==> src/rtl/quad_decoder.sv <==
// Quadrature decoder: synchronizes phase A/B, decodes Gray-code steps into an
// up/down position count, and flags/counts illegal double-bit transitions.
module quad_decoder #(
  parameter int NBITS_POS   = 4,
  parameter int SYNC_STAGES = 2
) (
  input  logic                 clk_2,
  input  logic                 reset,
  input  logic                 phase_a,
  input  logic                 phase_b,
  input  logic                 enable,
  input  logic                 load,
  input  logic [NBITS_POS-1:0] load_val,
  output logic [NBITS_POS-1:0] position,
  output logic                 dir_up,
  output logic                 step,
  output logic                 err,
  output logic [NBITS_POS-1:0] err_cnt,
  output logic                 armed
);

  typedef enum logic {ARM, RUN} state_t;

  localparam logic [2:0]           ArmLast = 3'(SYNC_STAGES);
  localparam logic [NBITS_POS-1:0] ErrMax  = '1;

  logic [SYNC_STAGES-1:0] syncA_q, syncB_q;
  logic [1:0]             abS, prevAB_q;
  state_t                 state_q;
  logic [2:0]             armCnt_q;
  logic [NBITS_POS-1:0]   position_q, positionD, errCnt_q;
  logic                   dirUp_q, step_q, err_q;
  logic                   isUp, isDown, isIllegal;

  assign abS = {syncA_q[SYNC_STAGES-1], syncB_q[SYNC_STAGES-1]};

  always_ff @(posedge clk_2 or posedge reset) begin
    if (reset) begin
      syncA_q <= '0;
      syncB_q <= '0;
    end else begin
      syncA_q <= {syncA_q[SYNC_STAGES-2:0], phase_a};
      syncB_q <= {syncB_q[SYNC_STAGES-2:0], phase_b};
    end
  end

  // Up order is 00->01->11->10->00; any two-bit change is illegal.
  always_comb begin
    isUp      = 1'b0;
    isDown    = 1'b0;
    isIllegal = 1'b0;
    case ({prevAB_q, abS})
      4'b0001, 4'b0111, 4'b1110, 4'b1000: isUp      = 1'b1;
      4'b0100, 4'b1101, 4'b1011, 4'b0010: isDown    = 1'b1;
      4'b0011, 4'b1100, 4'b0110, 4'b1001: isIllegal = 1'b1;
      default: ;
    endcase
  end

  always_comb begin
    positionD = position_q;
    if (load) begin
      positionD = load_val;
    end else if (state_q == RUN && enable) begin
      if (isUp)        positionD = position_q + NBITS_POS'(1);
      else if (isDown) positionD = position_q - NBITS_POS'(1);
    end
  end

  // ARM waits for the synchronizer to fill, then seeds prevAB without decoding.
  always_ff @(posedge clk_2 or posedge reset) begin
    if (reset) begin
      state_q    <= ARM;
      armCnt_q   <= '0;
      prevAB_q   <= 2'b00;
      position_q <= '0;
      dirUp_q    <= 1'b0;
      step_q     <= 1'b0;
      err_q      <= 1'b0;
      errCnt_q   <= '0;
    end else begin
      step_q     <= 1'b0;
      err_q      <= 1'b0;
      position_q <= positionD;
      case (state_q)
        ARM: begin
          if (armCnt_q == ArmLast) begin
            prevAB_q <= abS;
            state_q  <= RUN;
          end else begin
            armCnt_q <= armCnt_q + 3'd1;
          end
        end
        RUN: begin
          prevAB_q <= abS;
          if (isUp || isDown) begin
            step_q  <= 1'b1;
            dirUp_q <= isUp;
          end
          if (isIllegal) begin
            err_q <= 1'b1;
            if (errCnt_q != ErrMax) errCnt_q <= errCnt_q + NBITS_POS'(1);
          end
        end
        default: state_q <= ARM;
      endcase
    end
  end

  assign position = position_q;
  assign dir_up   = dirUp_q;
  assign step     = step_q;
  assign err      = err_q;
  assign err_cnt  = errCnt_q;
  assign armed    = (state_q == RUN);

endmodule

==> config.mk <==
export PLATFORM = sky130hd
export DESIGN_NAME = quad_decoder
export DESIGN_NICKNAME = d
export VERILOG_FILES = /design/src/rtl/quad_decoder.sv
export SDC_FILE = /design/constraint.sdc
export NUM_CORES = 1
export LEC_CHECK = 0
export CAP_MARGIN = 10
export CORE_ASPECT_RATIO = 1.2
export CORE_MARGIN = 3
export CORE_UTILIZATION = 50
export CTS_CLUSTER_SIZE = 24
export DETAILED_ROUTE_END_ITERATION = 7
export PLACE_DENSITY = 0.79
export SYNTH_ARGS = -nofsm -noshare
export SYNTH_HDL_FRONTEND = slang
export SYNTH_SLANG_ARGS = --single-unit
==> constraint.sdc <==
create_clock -name clk_2 -period 2.7 [get_ports clk_2]
set_clock_uncertainty 0.05 [all_clocks]
set_input_delay 0.81 -clock clk_2 [delete_from_list [all_inputs] [get_ports clk_2]]
set_output_delay 0.81 -clock clk_2 [all_outputs]
set_load 0.02 [all_outputs]
==> reports/qor.yml <==
outcome:
  outcome: "finished clean"
route:
  ant_nets: 0
  drtPass1Iterations: 6
  vias: 727
  drc: 0
  wl_mm: 1.76
  drtIter0Drc: 10
  viasPerCell: 5.47
  wl_per_cell_um: 13.2
flow_run:
  drv_cap: 0
logic_synthesis:
  ys_seq_area_share_pct: 52.6
  synth_edf_count: 0
  synth_top_family_by_area: "XOR/XNOR gates"
  yosys.area_share.simple_pct: 12.8
  async_reset_ff_share_pct: 100
  synth-xor-area-share_pct: 13.8
  ys_ff_latch: 21
  synth_mux_area_share_pct: 4.51
  synthDominantCellAreaShare_pct: 52.6
  yosysMostFrequentCell: "dfrtp_1"
  syn_area_per_cell_um2: 11.4
  netlist_area_um2: 1000
  synthAdderAreaFrac_pct: 5.01
  yosys-top-cells-area: "dfrtp_1 53%, xnor2_1 6.1%, ha_1 5.0%"
  yosysWarnings: 0
  ys_top_cells_by_count: "21 x dfrtp_1, 7 x xnor2_1, 6 x nand2_1, 6 x nor2_1"
  synth.distinct_cells: 23
  yosysTopAreaCell: "dfrtp_1"
  syn_inst: 88
  ys_dominant_reg_cell: "dfrtp_1"
  synth_compound_area_share_pct: 9.51
  synth_nets: 102
floorplan:
  die_height_um: 55.0
  initial_core_util_pct: 53.4
  ios: 22
  row_count: 17
  coreArea_um2: 1870
  die_x_um: 46.8
  dieArea_um2: 2570
cts:
  path_clk_slew_ns: 0.12
  cts_setup_buffers: 0
  clock_sinks: 21
  cts_tree: "yes"
  clock_latency_ns: 0.30
  cts_hold_buf: 0
  htree_levels: 1
  cts_made_buffers: 3
  clockRootBuffer: "clkbuf_4"
  cts_resized: 0
  cts_buffer_depth: 2
layout:
  fin_nets: 129
  drive_above_1_share_pct: 12.3
  diodes: 0
  final_cells: 133
  syn_to_final_growth_pct: 26.9
  fin_area_um2: 1270
setup_path:
  startpoint_type: "flip-flop"
  rrSetupSlack_ns: 0.73
  endpoint_kind: "output pin"
  worstReg2RegStart: "syncB_q[1]"
  crit_slowest_cell: "clkdlybuf4s50_1"
  required_ns: 1.84
  crit_chain: "clkdlybuf4s50_1"
  reg2regPathDepth: 8
  cp_data_arrival_time_ns: 1.42
  cp_top_family: "buffers and inverters"
  max_stage_delay_ns: 0.65
  path_buf_inv: 1
  rr_endpoint: "position[2]"
  crit_type: "flip-flop to output pin"
  path_max_fanout: 7
timing:
  tightestPinTransition_ns: 0.571
  fin_tns_setup_ns: 0
  post-route-period-util_pct: 84.5
  final-hold-violation-count: 0
  slew_violations: 0
  setup_viol: 0
  grt_setup_unrepaired: "false"
  relSlewSlack_pct: 61.9
  fmaxAchievable_mhz: 438
  hold_slack_ns: 0.304
  finalCriticalPeriod_ns: 2.28
power_and_ir_drop:
  leakagePower_nw: 0.527
  ir_drop_mv: 0.528
  p_switching_w: 0.000290
  power_frac_seq_pct: 48.2
  p_comb_share_pct: 34.5
  switching_share_pct: 33.4
  clkPwrFrac_pct: 17.2
  p_per_area_nw_per_um2: 684
  p_int_w: 0.000578
  p_total_w: 0.000868
place:
  portBuffers: 21
  dp.cells: 129
  place_area_um2: 1240
  finalWeightedCongestion: 0.854
  hpwl_mm: 1.33
grt:
  grt_pass1_wl_mm: 3.02
  globalRouteOverflowTotal: 0
  grt_pass1_vias: 714
  grt_max_degree: 22
  track_usage_pct: 16.6
  antenna_found_initial: 0
worst_hold_path:
  hold_path_class: "flip-flop to flip-flop"
  hold_end: "syncB_q[1]"
  hold_start: "syncB_q[0]"
  hold_depth: 0
-- cells by family after synthesis --
family                     Yosys count
AOI/OAI and AO/OA                   14
xor gates and xnor gates            14
adders and majority gates            4
buffers and inverters                5
DFF                                 21
muxes                                4
and+or+nand+nor                     26
-- layout make-up --
type                            count  area, µm²
Clock inverter                      1       5.00
Sequential cell                    21        526
Tap cell                           19       23.8
Multi-Input combinational cell     62        455
Inverter                            5       18.8
Timing Repair Buffer               22        218
Clock buffer                        3       22.5
Fill cell                         151        603
-- worst max-delay path by stage --
| stage | start | end | slack, ns | cells after the start |
|---|---|---|---|---|
| 2_1_floorplan | syncB_q[1] | position[2] | 0.91 | 8 |
| 3_3_place_gp | load | position[3] | 0.52 | 4 |
| 3_5_place_dp | load | position[3] | 0.50 | 4 |
| 4_1_cts | armed | armed | 0.40 | 1 |
| 5_1_grt | armed | armed | 0.31 | 1 |
| 6_report | armed | armed | 0.42 | 1 |
-- placed cells by master, fill, tap and decap left out, drive strengths merged --
cell,count
and3,3
xor2,7
and2,1
nor3,1
clkinv,1
clkdlybuf4s50,21
a2111o,2
nand3,4
a21oi,2
xnor2,7
ha,4
or2,2
clkbuf,3
buf,1
or3,1
mux2,4
a31oi,2
dfrtp,21
o211ai,2
nor2,6
nand2,6
o21ai,4
a211oi,2
inv,5
nand4,2
-- sequential cells by signal, summed over array words and instances, names as in the netlist --
name      count
syncA_q       2
err           1
prevAB_q      2
err_cnt       4
syncB_q       2
step          1
dir_up        1
armCnt_q      3
armed         1
position      4
-- routing by layer --
metal	part of all wire, %	track usage (%)	up-vias
met5	0	0	-
met4	1.3	8.29	0
met3	5.3	4.21	2
met2	52	27.6	17
met1	41	19.5	350
li1	-	-	358
-- power by group through the flow --
stage	Sequential, W	Combinational (W)	Clock, W
floorplan	0.000477	0.000113	0
global placement	0.000422	0.000298	0
detailed placement	0.000424	0.000303	0
CTS	0.000419	0.000304	0.000154
global route	0.000427	0.000330	0.000168
finish	0.000419	0.000300	0.000149
-- through the flow --
stage          util [%]  worst slack, ns
2_1_floorplan         -            0.906
3_3_place_gp       66.3            0.524
3_5_place_dp       66.3            0.496
4_1_cts            67.8            0.398
5_1_grt            67.8            0.315
6_report           67.8            0.419
(Power assumes the default switching activity.)
